File: config.mk
export PLATFORM = sky130hd
export DESIGN_NAME = key_reversal
export DESIGN_NICKNAME = d
export VERILOG_FILES = /design/src/rtl/aes_pkg.sv /design/src/rtl/s_box.sv /design/src/rtl/key_reversal.sv
export SDC_FILE = /design/constraint.sdc
export NUM_CORES = 2
export LEC_CHECK = 0
export CAP_MARGIN = 20
export CORE_AREA = 2 2 601 603
export DETAILED_ROUTE_END_ITERATION = 10
export DIE_AREA = 0 0 603 605
export GPL_TIMING_DRIVEN = 0
export SLEW_MARGIN = 0
export SYNTH_ARGS = -nofsm -noshare
export SYNTH_HDL_FRONTEND = slang
export SYNTH_SLANG_ARGS = --single-unit
File: constraint.sdc
create_clock -name clock -period 5.1 [get_ports clock]
set_input_delay 0.51 -clock clock [delete_from_list [all_inputs] [get_ports clock]]
set_output_delay 0.51 -clock clock [all_outputs]
set_load 0.05 [all_outputs]
File: src/rtl/aes_pkg.sv
// Shared AES definitions: widths, FSM encoding, Rcon table and RotWord helper.
package aes_pkg;

    localparam int unsigned WORD_W     = 32;
    localparam int unsigned KEY_W      = 128;
    localparam int unsigned NUM_ROUNDS = 10;
    localparam int unsigned RND_W      = 4;

    typedef enum logic [1:0] {
        ST_IDLE    = 2'd0,
        ST_ROTATE  = 2'd1,
        ST_RECOVER = 2'd2
    } state_e;

    // Rcon byte per round index; entry 0 is round 0 (01), entry 9 is round 9 (36)
    localparam logic [NUM_ROUNDS-1:0][7:0] RCON_TABLE = {
        8'h36, 8'h1b, 8'h80, 8'h40, 8'h20, 8'h10, 8'h08, 8'h04, 8'h02, 8'h01
    };

    // Rcon lookup; indices past the table return zero
    function automatic logic [7:0] rcon_byte(input logic [RND_W-1:0] r);
        return (r < RND_W'(NUM_ROUNDS)) ? RCON_TABLE[r] : 8'h00;
    endfunction

    // One-byte rotate: byte 1 moves into byte 0, byte 0 into byte 3
    function automatic logic [WORD_W-1:0] rot_word(input logic [WORD_W-1:0] x);
        return {x[7:0], x[WORD_W-1:8]};
    endfunction

endpackage

File: src/rtl/s_box.sv
// AES forward substitution box, purely combinational.
module s_box (
    input  logic [7:0] in_byte,
    output logic [7:0] out_byte_c
);

    localparam logic [0:255][7:0] SBOX_TABLE = {
        128'h637c777bf26b6fc53001672bfed7ab76,
        128'hca82c97dfa5947f0add4a2af9ca472c0,
        128'hb7fd9326363ff7cc34a5e5f171d83115,
        128'h04c723c31896059a071280e2eb27b275,
        128'h09832c1a1b6e5aa0523bd6b329e32f84,
        128'h53d100ed20fcb15b6acbbe394a4c58cf,
        128'hd0efaafb434d338545f9027f503c9fa8,
        128'h51a3408f929d38f5bcb6da2110fff3d2,
        128'hcd0c13ec5f974417c4a77e3d645d1973,
        128'h60814fdc222a908846eeb814de5e0bdb,
        128'he0323a0a4906245cc2d3ac629195e479,
        128'he7c8376d8dd54ea96c56f4ea657aae08,
        128'hba78252e1ca6b4c6e8dd741f4bbd8b8a,
        128'h703eb5664803f60e613557b986c11d9e,
        128'he1f8981169d98e949b1e87e9ce5528df,
        128'h8ca1890dbfe6426841992d0fb054bb16
    };

    // Table lookup, entry 0 is the leftmost byte
    assign out_byte_c = SBOX_TABLE[in_byte];

endmodule

File: src/rtl/key_reversal.sv
// Inverse AES-128 key schedule: walks from the round-10 key back to the
// cipher key, two cycles per round key (rotate/substitute, then recover).
module key_reversal
    import aes_pkg::*;
#(
    parameter int unsigned numKeys = 11
) (
    input  logic             clock,
    input  logic             resetN,
    input  logic             startTransition,
    input  logic [KEY_W-1:0] lastRoundKeyInput,
    output logic [KEY_W-1:0] roundKeyOutput1,
    output logic [KEY_W-1:0] roundKeyOutput2,
    output logic [KEY_W-1:0] roundKeyOutput3,
    output logic [KEY_W-1:0] roundKeyOutput4,
    output logic [KEY_W-1:0] roundKeyOutput5,
    output logic [KEY_W-1:0] roundKeyOutput6,
    output logic [KEY_W-1:0] roundKeyOutput7,
    output logic [KEY_W-1:0] roundKeyOutput8,
    output logic [KEY_W-1:0] roundKeyOutput9,
    output logic [KEY_W-1:0] roundKeyOutput10,
    output logic [KEY_W-1:0] roundKeyOutput11,
    output logic             busy,
    output logic             done
);

    state_e              state;
    state_e              next_state;
    logic [RND_W-1:0]    r_idx;
    logic                armed;
    logic [KEY_W-1:0]    work_key;
    logic [WORD_W-1:0]   sbox_in;
    logic [WORD_W-1:0]   sbox_out;
    logic [KEY_W-1:0]    round_key [numKeys];
    logic [WORD_W-1:0]   w0_c, w1_c, w2_c, w3_c;
    logic [KEY_W-1:0]    prev_key_c;
    logic                start_ok_c;

    // The cycle that releases reset cannot start a run; armed opens the gate one edge later
    assign start_ok_c = (state == ST_IDLE) && startTransition && armed;

    // One s_box per byte of RotWord(w3)
    for (genvar g = 0; g < 4; g++) begin : g_sbox
        s_box u_s_box (
            .in_byte   (sbox_in[8*g +: 8]),
            .out_byte_c(sbox_out[8*g +: 8])
        );
    end

    // Previous-round key from the working key and the registered substitution
    always_comb begin
        w3_c       = work_key[127:96] ^ work_key[95:64];
        w2_c       = work_key[95:64]  ^ work_key[63:32];
        w1_c       = work_key[63:32]  ^ work_key[31:0];
        w0_c       = work_key[31:0] ^ sbox_out ^ {24'h000000, rcon_byte(r_idx)};
        prev_key_c = {w3_c, w2_c, w1_c, w0_c};
    end

    // State register
    always_ff @(posedge clock or negedge resetN) begin
        if (!resetN) begin
            state <= ST_IDLE;
        end else begin
            state <= next_state;
        end
    end

    // Next-state decode; unused encodings fall back to IDLE
    always_comb begin
        next_state = state;
        case (state)
            ST_IDLE:    if (start_ok_c) next_state = ST_ROTATE;
            ST_ROTATE:  next_state = ST_RECOVER;
            ST_RECOVER: next_state = (r_idx == '0) ? ST_IDLE : ST_ROTATE;
            default:    next_state = ST_IDLE;
        endcase
    end

    // Datapath: round index, working key, s_box inputs, round-key bank, flags
    always_ff @(posedge clock or negedge resetN) begin
        if (!resetN) begin
            armed    <= 1'b0;
            r_idx    <= '0;
            work_key <= '0;
            sbox_in  <= '0;
            busy     <= 1'b0;
            done     <= 1'b0;
            for (int unsigned k = 0; k < numKeys; k++) round_key[k] <= '0;
        end else begin
            armed <= 1'b1;
            done  <= 1'b0;
            case (state)
                ST_IDLE: begin
                    if (start_ok_c) begin
                        work_key <= lastRoundKeyInput;
                        r_idx    <= RND_W'(NUM_ROUNDS - 1);
                        busy     <= 1'b1;
                        for (int unsigned k = 0; k < numKeys; k++) begin
                            round_key[k] <= (k == numKeys - 1) ? lastRoundKeyInput : '0;
                        end
                    end
                end
                ST_ROTATE: begin
                    sbox_in <= rot_word(w3_c);
                end
                ST_RECOVER: begin
                    work_key <= prev_key_c;
                    for (int unsigned k = 0; k < numKeys; k++) begin
                        if (RND_W'(k) == r_idx) round_key[k] <= prev_key_c;
                    end
                    if (r_idx == '0) begin
                        done <= 1'b1;
                        busy <= 1'b0;
                    end else begin
                        r_idx <= r_idx - RND_W'(1);
                    end
                end
                default: begin
                    busy <= 1'b0;
                end
            endcase
        end
    end

    assign roundKeyOutput1  = round_key[0];
    assign roundKeyOutput2  = round_key[1];
    assign roundKeyOutput3  = round_key[2];
    assign roundKeyOutput4  = round_key[3];
    assign roundKeyOutput5  = round_key[4];
    assign roundKeyOutput6  = round_key[5];
    assign roundKeyOutput7  = round_key[6];
    assign roundKeyOutput8  = round_key[7];
    assign roundKeyOutput9  = round_key[8];
    assign roundKeyOutput10 = round_key[9];
    assign roundKeyOutput11 = round_key[10];

endmodule

Word-level counts from Yosys, hierarchy flattened
Memory sizes are Yosys's and may differ from the RTL's.
Cells that the tools add are included.
{ "totals": {"ff_bits": 1577, "n_memories": 5, "mem_bits_ro": 8320} }
{ "memory_table": {"columns": ["memory", "depth", "width", "rd", "rd_clocked_by_memory_dff", "wr", "line_no", "rtl"], "rows": [
  ["(no name shown)", 256, 8, 1, 0, 0, "s_box.sv:27", "assign out_byte_c = SBOX_TABLE[in_byte];"],
  ["(no name shown)", 256, 8, 1, 0, 0, "s_box.sv:27", null],
  ["(no name shown)", 256, 8, 1, 0, 0, "s_box.sv:27", null],
  ["(no name shown)", 256, 8, 1, 0, 0, "s_box.sv:27", null],
  ["(no name shown)", 16, 8, 1, 0, 0, "aes_pkg.sv:22", "return (r < RND_W'(NUM_ROUNDS)) ? RCON_TABLE[r] : 8'h00;"]
]} }
{ "op_classes": {"addsub": 1, "eq_ne": 25, "n_lt_le_gt_ge": 6, "n_reduce_logical": 19, "muxes": 36, "bitwise_logic": 10} }
{ "ops": {"columns": ["op", "count"], "rows": [
  ["1408-bit case mux with 2 select lines", 1],
  ["128-bit two-way mux", 12],
  ["1408-bit two-way mux", 1],
  ["128-bit case mux with 2 select lines", 1],
  ["32-bit XOR", 4],
  ["8-bit two-way mux", 10],
  ["3-bit AND reduction", 13],
  ["9-bit greater-or-equal comparator (second input constant)", 4],
  ["8-bit NOT with 9-bit output", 4],
  ["32-bit by 8-bit XOR with 32-bit output", 1],
  ["2-bit != test (second input constant)", 13],
  ["3-bit by 4-bit equality test with 1-bit output (first input constant)", 4],
  ["4-bit equality test (first input constant)", 3],
  ["2-bit by 4-bit equality test with 1-bit output (first input constant)", 2],
  ["4-bit two-way mux", 2],
  ["4-bit case mux with 2 select lines", 1],
  ["2-bit case mux with 3 select lines", 1],
  ["4-bit by 5-bit less-than comparator with 1-bit output (second input constant)", 1],
  ["1-bit two-way mux", 5],
  ["1-bit by 4-bit equality test with 1-bit output (first input constant)", 1],
  ["4-bit zero test", 1],
  ["4-bit less-than comparator (second input constant)", 1],
  ["4-bit by 1-bit subtractor with 4-bit output (second input constant)", 1],
  ["1-bit case mux with 3 select lines", 1],
  ["other kinds (8)", 9]
]} }

Depth between registers and ports, before layout
{ "depth": {"ltp_word": 8, "mapped_depth": 15, "depth_no_buf": 10} }

Hierarchy
From an unflattened synthesis, not the netlist that was laid out.
{ "hier_totals": {"hier_cells": 8049, "area_unflattened_um2": 73414.2} }
{ "by_module_without_submodules": {"columns": ["mod", "area_per_inst_um2", "instances", "cells_each"], "rows": [
  ["key_reversal", 60506.8, 1, 5997],
  ["s_box (g_sbox[1].u_s_box ...)", 3179.3, 3, 507],
  ["s_box (g_sbox[0].u_s_box)", 3369.5, 1, 531]
]} }

Worst setup path after synthesis
Ideal clock, no wire load.
{ "synth_path": {"path_kind": "reg2reg", "start": "register sbox_in[16]", "end": "register round_key, in the netlist roundKeyOutput2[23]", "stages_incl_launch_ff": 15, "path_buffers": 4, "required_time_ps": 5025, "setup_slack_ps": 1483, "t_arrival_ps": 3542, "path_cell_list": "dfrtp_1 -> clkbuf_1 -> clkbuf_1 -> inv_1 -> ha_1 -> clkbuf_1 -> nor2_1 -> nor2_1 -> mux4_2 -> mux4_2 -> a2bb2oi_2 -> xnor2_1 -> nand2_1 -> buf_6 -> o21ai_2"} }
{ "synth_via": {"elab_chain_cells": 8} }
{ "synth_rtl": {"columns": ["element", "line_no", "rtl"], "rows": [
  ["start, declared", "key_reversal.sv:32", "logic [WORD_W-1:0] sbox_in;"],
  ["start signal, assigned", "key_reversal.sv:104", "sbox_in <= rot_word(w3_c);"],
  ["8-bit NOT with 9-bit output (implied by the code)", "s_box.sv:27", null],
  ["memory read 256 x 8 bit", null, null],
  ["8-bit two-way mux (implied by the code) (2 in series)", "s_box.sv:27", null],
  ["32-bit XOR", "key_reversal.sv:55", "w0_c = work_key[31:0] ^ sbox_out ^ {24'h000000, rcon_byte(r_idx)};"],
  ["32-bit by 8-bit XOR with 32-bit output", "key_reversal.sv:55", null],
  ["128-bit two-way mux", "key_reversal.sv:109", "if (RND_W'(k) == r_idx) round_key[k] <= prev_key_c;"],
  ["1408-bit case mux with 2 select lines", "key_reversal.sv:92", "case (state)"],
  ["end signal, assigned by index", "key_reversal.sv:99", "round_key[k] <= (k == numKeys - 1) ? lastRoundKeyInput : '0;"],
  ["end signal, assigned by index", "key_reversal.sv:109", null],
  ["end, declared", "key_reversal.sv:34", "logic [KEY_W-1:0] round_key [numKeys];"]
]} }
No other way between the ends. The select of a mux whose other input is x is not followed.
A chain may end at the register's enable or synchronous reset.

Worst setup path after layout
{ "layout_path": {"start": "register sbox_in[9]", "end": "register round_key, in the netlist roundKeyOutput5[9]"} }
Same word-level chain as after synthesis.

==> flow_summary_export.csv <==
group,metric,value,unit
routing,drc,0,
cts,clkTransAtPathRegs,0.06,ns
outcome,violations,"setup timing",
timing,max_slew.worst_pin.slew,1.27,ns
cts,clockBufferDepth,4,
global_route,antenna_found_initial,84,
synth,synthArstFlopShare,100,%
run,max_cap_viol_count,0,
synth,syn_nets,8314,
routing,antenna_left,0,
floorplanning,io_pins,1541,
setup_path,worst-setup-path-type,"flip-flop to flip-flop",
global_route,grt_pass1_wl,725,mm
floorplanning,die_height,605,um
synth,yosysSeqAreaShare,53.5,%
floorplanning,start_util,20.6,%
timing,skew,0.0973,ns
synth,synth-edff-count,0,
place,dp_hpwl,440,mm
finish,fin_util,29.3,%
finish,nFillCells,37997,
outcome,status,"finished with violations",
floorplanning,num_rows,220,
cts,cts_htree_levels,4,
timing,fin_ws,-0.212,ns
floorplanning,die_area,365000,um^2
hold_path,hold_path.class,"primary input to asynchronous set/reset pin",
synth,synthFlopType,"dfrtp_1",
power,powerDensity,910,nW/um^2
cts,cts_root_buffer,"clkbuf_16",
finish,area_delta_synth_final,42.3,%
floorplanning,core-area,358000,um^2
synth,ys_types,90,
finish,multi_input_area,30900,um^2
synth,synth_top_area_cell,"dfrtp_1",
setup_path,end_kind,"flip-flop",
setup_path,cpLargestDelayFamily,"compound AO/OA/AOI/OAI gates",
finish,drive_gt1_share,8.71,%
timing,finalMaxSlewViolations,0,
synth,synth_top_area_share,53.5,%
setup_path,cp_max_fo,13,
routing,first_iter_violations,10784,
timing,period_needed,5.31,ns
timing,hold_violations,0,
power,vdd_drop_max,0.535,mV
setup_path,cp.required,5.79,ns
synth,synthesis.area,73700,um^2
global_route,grt_pass1_vias,74405,
timing,rsz0062_at_grt,"false",
timing,setup_viol,64,
cts,clock-sinks,1577,
cts,cts_tree,"built",
timing,timing.slew.headroom,14.8,%
place,gp_congestion,1.10,
routing,vias,78850,
timing,fmax,188,MHz
synth,netlist_instances,8118,
setup_path,max_stage_delay,0.69,ns
power,p_leak,0.0432,uW
routing,wl_per_cell,37.4,um
global_route,grt.overflow.total,0,
place,portBuffers,1540,
finish,final_nets,10203,
setup_path,worst-path-buf-inv,4,
setup_path,critPathSlowestCell,"a211oi_4",
synth,synth_seq_cells,1577,
cts,cts_inserted_buffers,184,
synth,syn_area_per_cell,9.08,um^2
setup_path,critPathLaunchType,"flip-flop",
setup_path,crit_chain,"buf_2, inv_1, ha_1, nor2b_1, nor3_1, a311oi_1, o21ai_0, a211oi_4, xnor2_1, clkbuf_1, buf_8, o21ai_0",
timing,finalCritPeriodShare,104,%
global_route,track_usage,29.5,%
floorplanning,die_w,603,um
global_route,grt_start_max_net_pins,161,
routing,drt-pass1-iter-count,7,
synth,yosys_warnings,0,
setup_path,cpMostUsedCell,"o21ai_0",
routing,wl,560,mm
synth,synth_area_leaders,"dfrtp_1 (54%), o21ai_0 (11%), nand2_1 (7.8%)",
cts,insertion_delay,0.91,ns
timing,finalSetupTns,-4.60,ns
routing,viasPerCell,5.26,
setup_path,arrival,6.00,ns
finish,seq_area,39500,um^2
-- path summary, 6_finish.rpt --
check                      slack, ns                        startpoint  cells past startpoint                                 to
max                            -0.21            sbox_in[9]$_DFFE_PN0P_                     12     roundKeyOutput5[9]$_DFFE_PN0P_
min                             0.15                            resetN                      2    roundKeyOutput5[82]$_DFFE_PN0P_
max reg2reg                    -0.21            sbox_in[9]$_DFFE_PN0P_                     12     roundKeyOutput5[9]$_DFFE_PN0P_
min reg2reg                     0.48  roundKeyOutput10[99]$_DFFE_PN0P_                      2   roundKeyOutput10[99]$_DFFE_PN0P_
max in group asynchronous       1.03                            resetN                      7    roundKeyOutput6[12]$_DFFE_PN0P_
min in group clock              0.20            lastRoundKeyInput[109]                      3  roundKeyOutput11[109]$_DFFE_PN0P_
-- power by group --
group | leakage (uW) | switching [uW] | internal, uW | total, uW
clock network | 0.00304 | 6000 | 7910 | 13900
logic | 0.0199 | 44000 | 16400 | 60300
registers | 0.0203 | 4210 | 17000 | 21200
total | 0.0432 | 54200 | 41200 | 95400
-- stage by stage --
step | setup slack, ns | hold slack (ns) | std cells | power (uW) | area (um^2)
2_1_floorplan | 1.48 | 0.214 | 8118 | 50100 | 73700
4_1_cts | 0.00524 | 0.116 | 14905 | 93500 | 104000
3_5_place_dp | -1.53 | 0.459 | 14569 | 79000 | 97900
5_1_grt | 0.00118 | 0.173 | 14941 | 97500 | 105000
3_3_place_gp | -72.68 | 0.460 | 14431 | 78500 | 95100
6_report | -0.212 | 0.149 | 14979 | 95400 | 105000
-- cells in the mapped netlist, types with 14 or more instances --
cell type  number
o21ai_0      1619
dfrtp_1      1577
nand2_1      1527
clkbuf_1      612
nor2_1        482
a21oi_1       249
nand3_1       223
a31oi_1       157
nand2b_1      122
buf_2         109
nor3_1         92
xor2_1         82
nor2b_1        76
a21boi_0       68
xnor2_1        66
ha_1           65
o211ai_1       61
a211oi_1       50
a311oi_1       47
o311ai_0       47
buf_1          44
inv_1          43
o31ai_1        42
a22oi_1        41
a22o_1         38
buf_4          36
mux4_2         33
mux2i_1        32
o22ai_1        28
and3_1         26
and2_1         24
a221oi_1       21
or2_2          21
or3_1          20
nor3b_1        17
a2111oi_0      16
a211o_1        16
a21o_1         16
o2111ai_1      16
o221ai_1       16
buf_6          14
-- cell families (layout without fill, tap and decap cells) --
family / after synthesis / after routing / synth area share, %
compound gates: 2702 / 2702 / 21.6
xor+xnor: 149 / 149 / 1.78
fa+ha+maj: 65 / 65 / 1.10
buf+inv: 872 / 2907 / 4.98
flops: 1577 / 1577 / 53.5
mux: 72 / 72 / 1.55
other cells: 1 / 54 / 0.00509
simple gates: 2680 / 2680 / 15.5
-- what timing repair did --
item	4_1_cts	5_1_grt
setup endpoints to repair	360	208
pin swaps	2	3
hold endpoints to repair	110	0
resized for setup	63	40
setup buffers	5	5
hold buffers	1	0
-- layer usage --
metal  routed length [um]  track usage (%)  up-vias
met5                   79                0        -
met4                55200             23.3       14
met3                58000             9.01     1381
met2               238000             44.1     5393
met1               209000             35.2    39896
li1                     -                -    32166
-- final cells by class --
class	instances	share of cell area, %
Multi-Input combinational cell	5669	29.5
Antenna cell	53	0.126
Clock inverter	79	0.888
Inverter	54	0.202
Clock buffer	253	5.03
Buffer	813	3.43
Timing Repair Buffer	1708	17.5
Tap cell	4773	5.70
Sequential cell	1577	37.6
-- flip-flops by register name (all words and copies together) (netlist names) --
register and cells:
work_key 128, done 1, r_idx 4, roundKeyOutput10 128
roundKeyOutput8 128, roundKeyOutput5 128, roundKeyOutput1 128, roundKeyOutput6 128
armed 1, state 2, roundKeyOutput9 128, busy 1
roundKeyOutput7 128, sbox_in 32, roundKeyOutput3 128, roundKeyOutput4 128
roundKeyOutput11 128, roundKeyOutput2 128
-- layout by cell type, fill, tap and decap left out, types with 42 or more instances in the layout --
cell             netlist  layout
a211oi_1              50      48
a21boi_0              68      68
a21oi_1              249     249
a311oi_1              47      45
a31oi_1              157     157
buf_2                109     109
buf_4                 36      62
buf_8                  2      69
clkbuf_1             612     545
clkbuf_16              0     185
clkbuf_2               1      87
clkdlybuf4s50_1        0    1539
dfrtp_1             1577    1571
diode_2                0      53
ha_1                  65      63
nand2_1             1527    1524
nand2b_1             122     120
nand3_1              223     223
nor2_1               482     474
nor2b_1               76      71
nor3_1                92      91
o211ai_1              61      61
o21ai_0             1619    1618
o311ai_0              47      47
o31ai_1               42      42
xnor2_1               66      58
xor2_1                82      80
-- worst reg2reg max path, stage by stage, from the launching register on --
cell and delay (ns):
dfrtp_2 0.60, buf_2 0.38, inv_1 0.33, ha_1 0.49, nor2b_1 0.55, nor3_1 0.09, a311oi_1 0.60, o21ai_0 0.45
a211oi_4 0.69, xnor2_1 0.34, clkbuf_1 0.29, buf_8 0.22, o21ai_0 0.16
(Power assumes the default switching activity.)
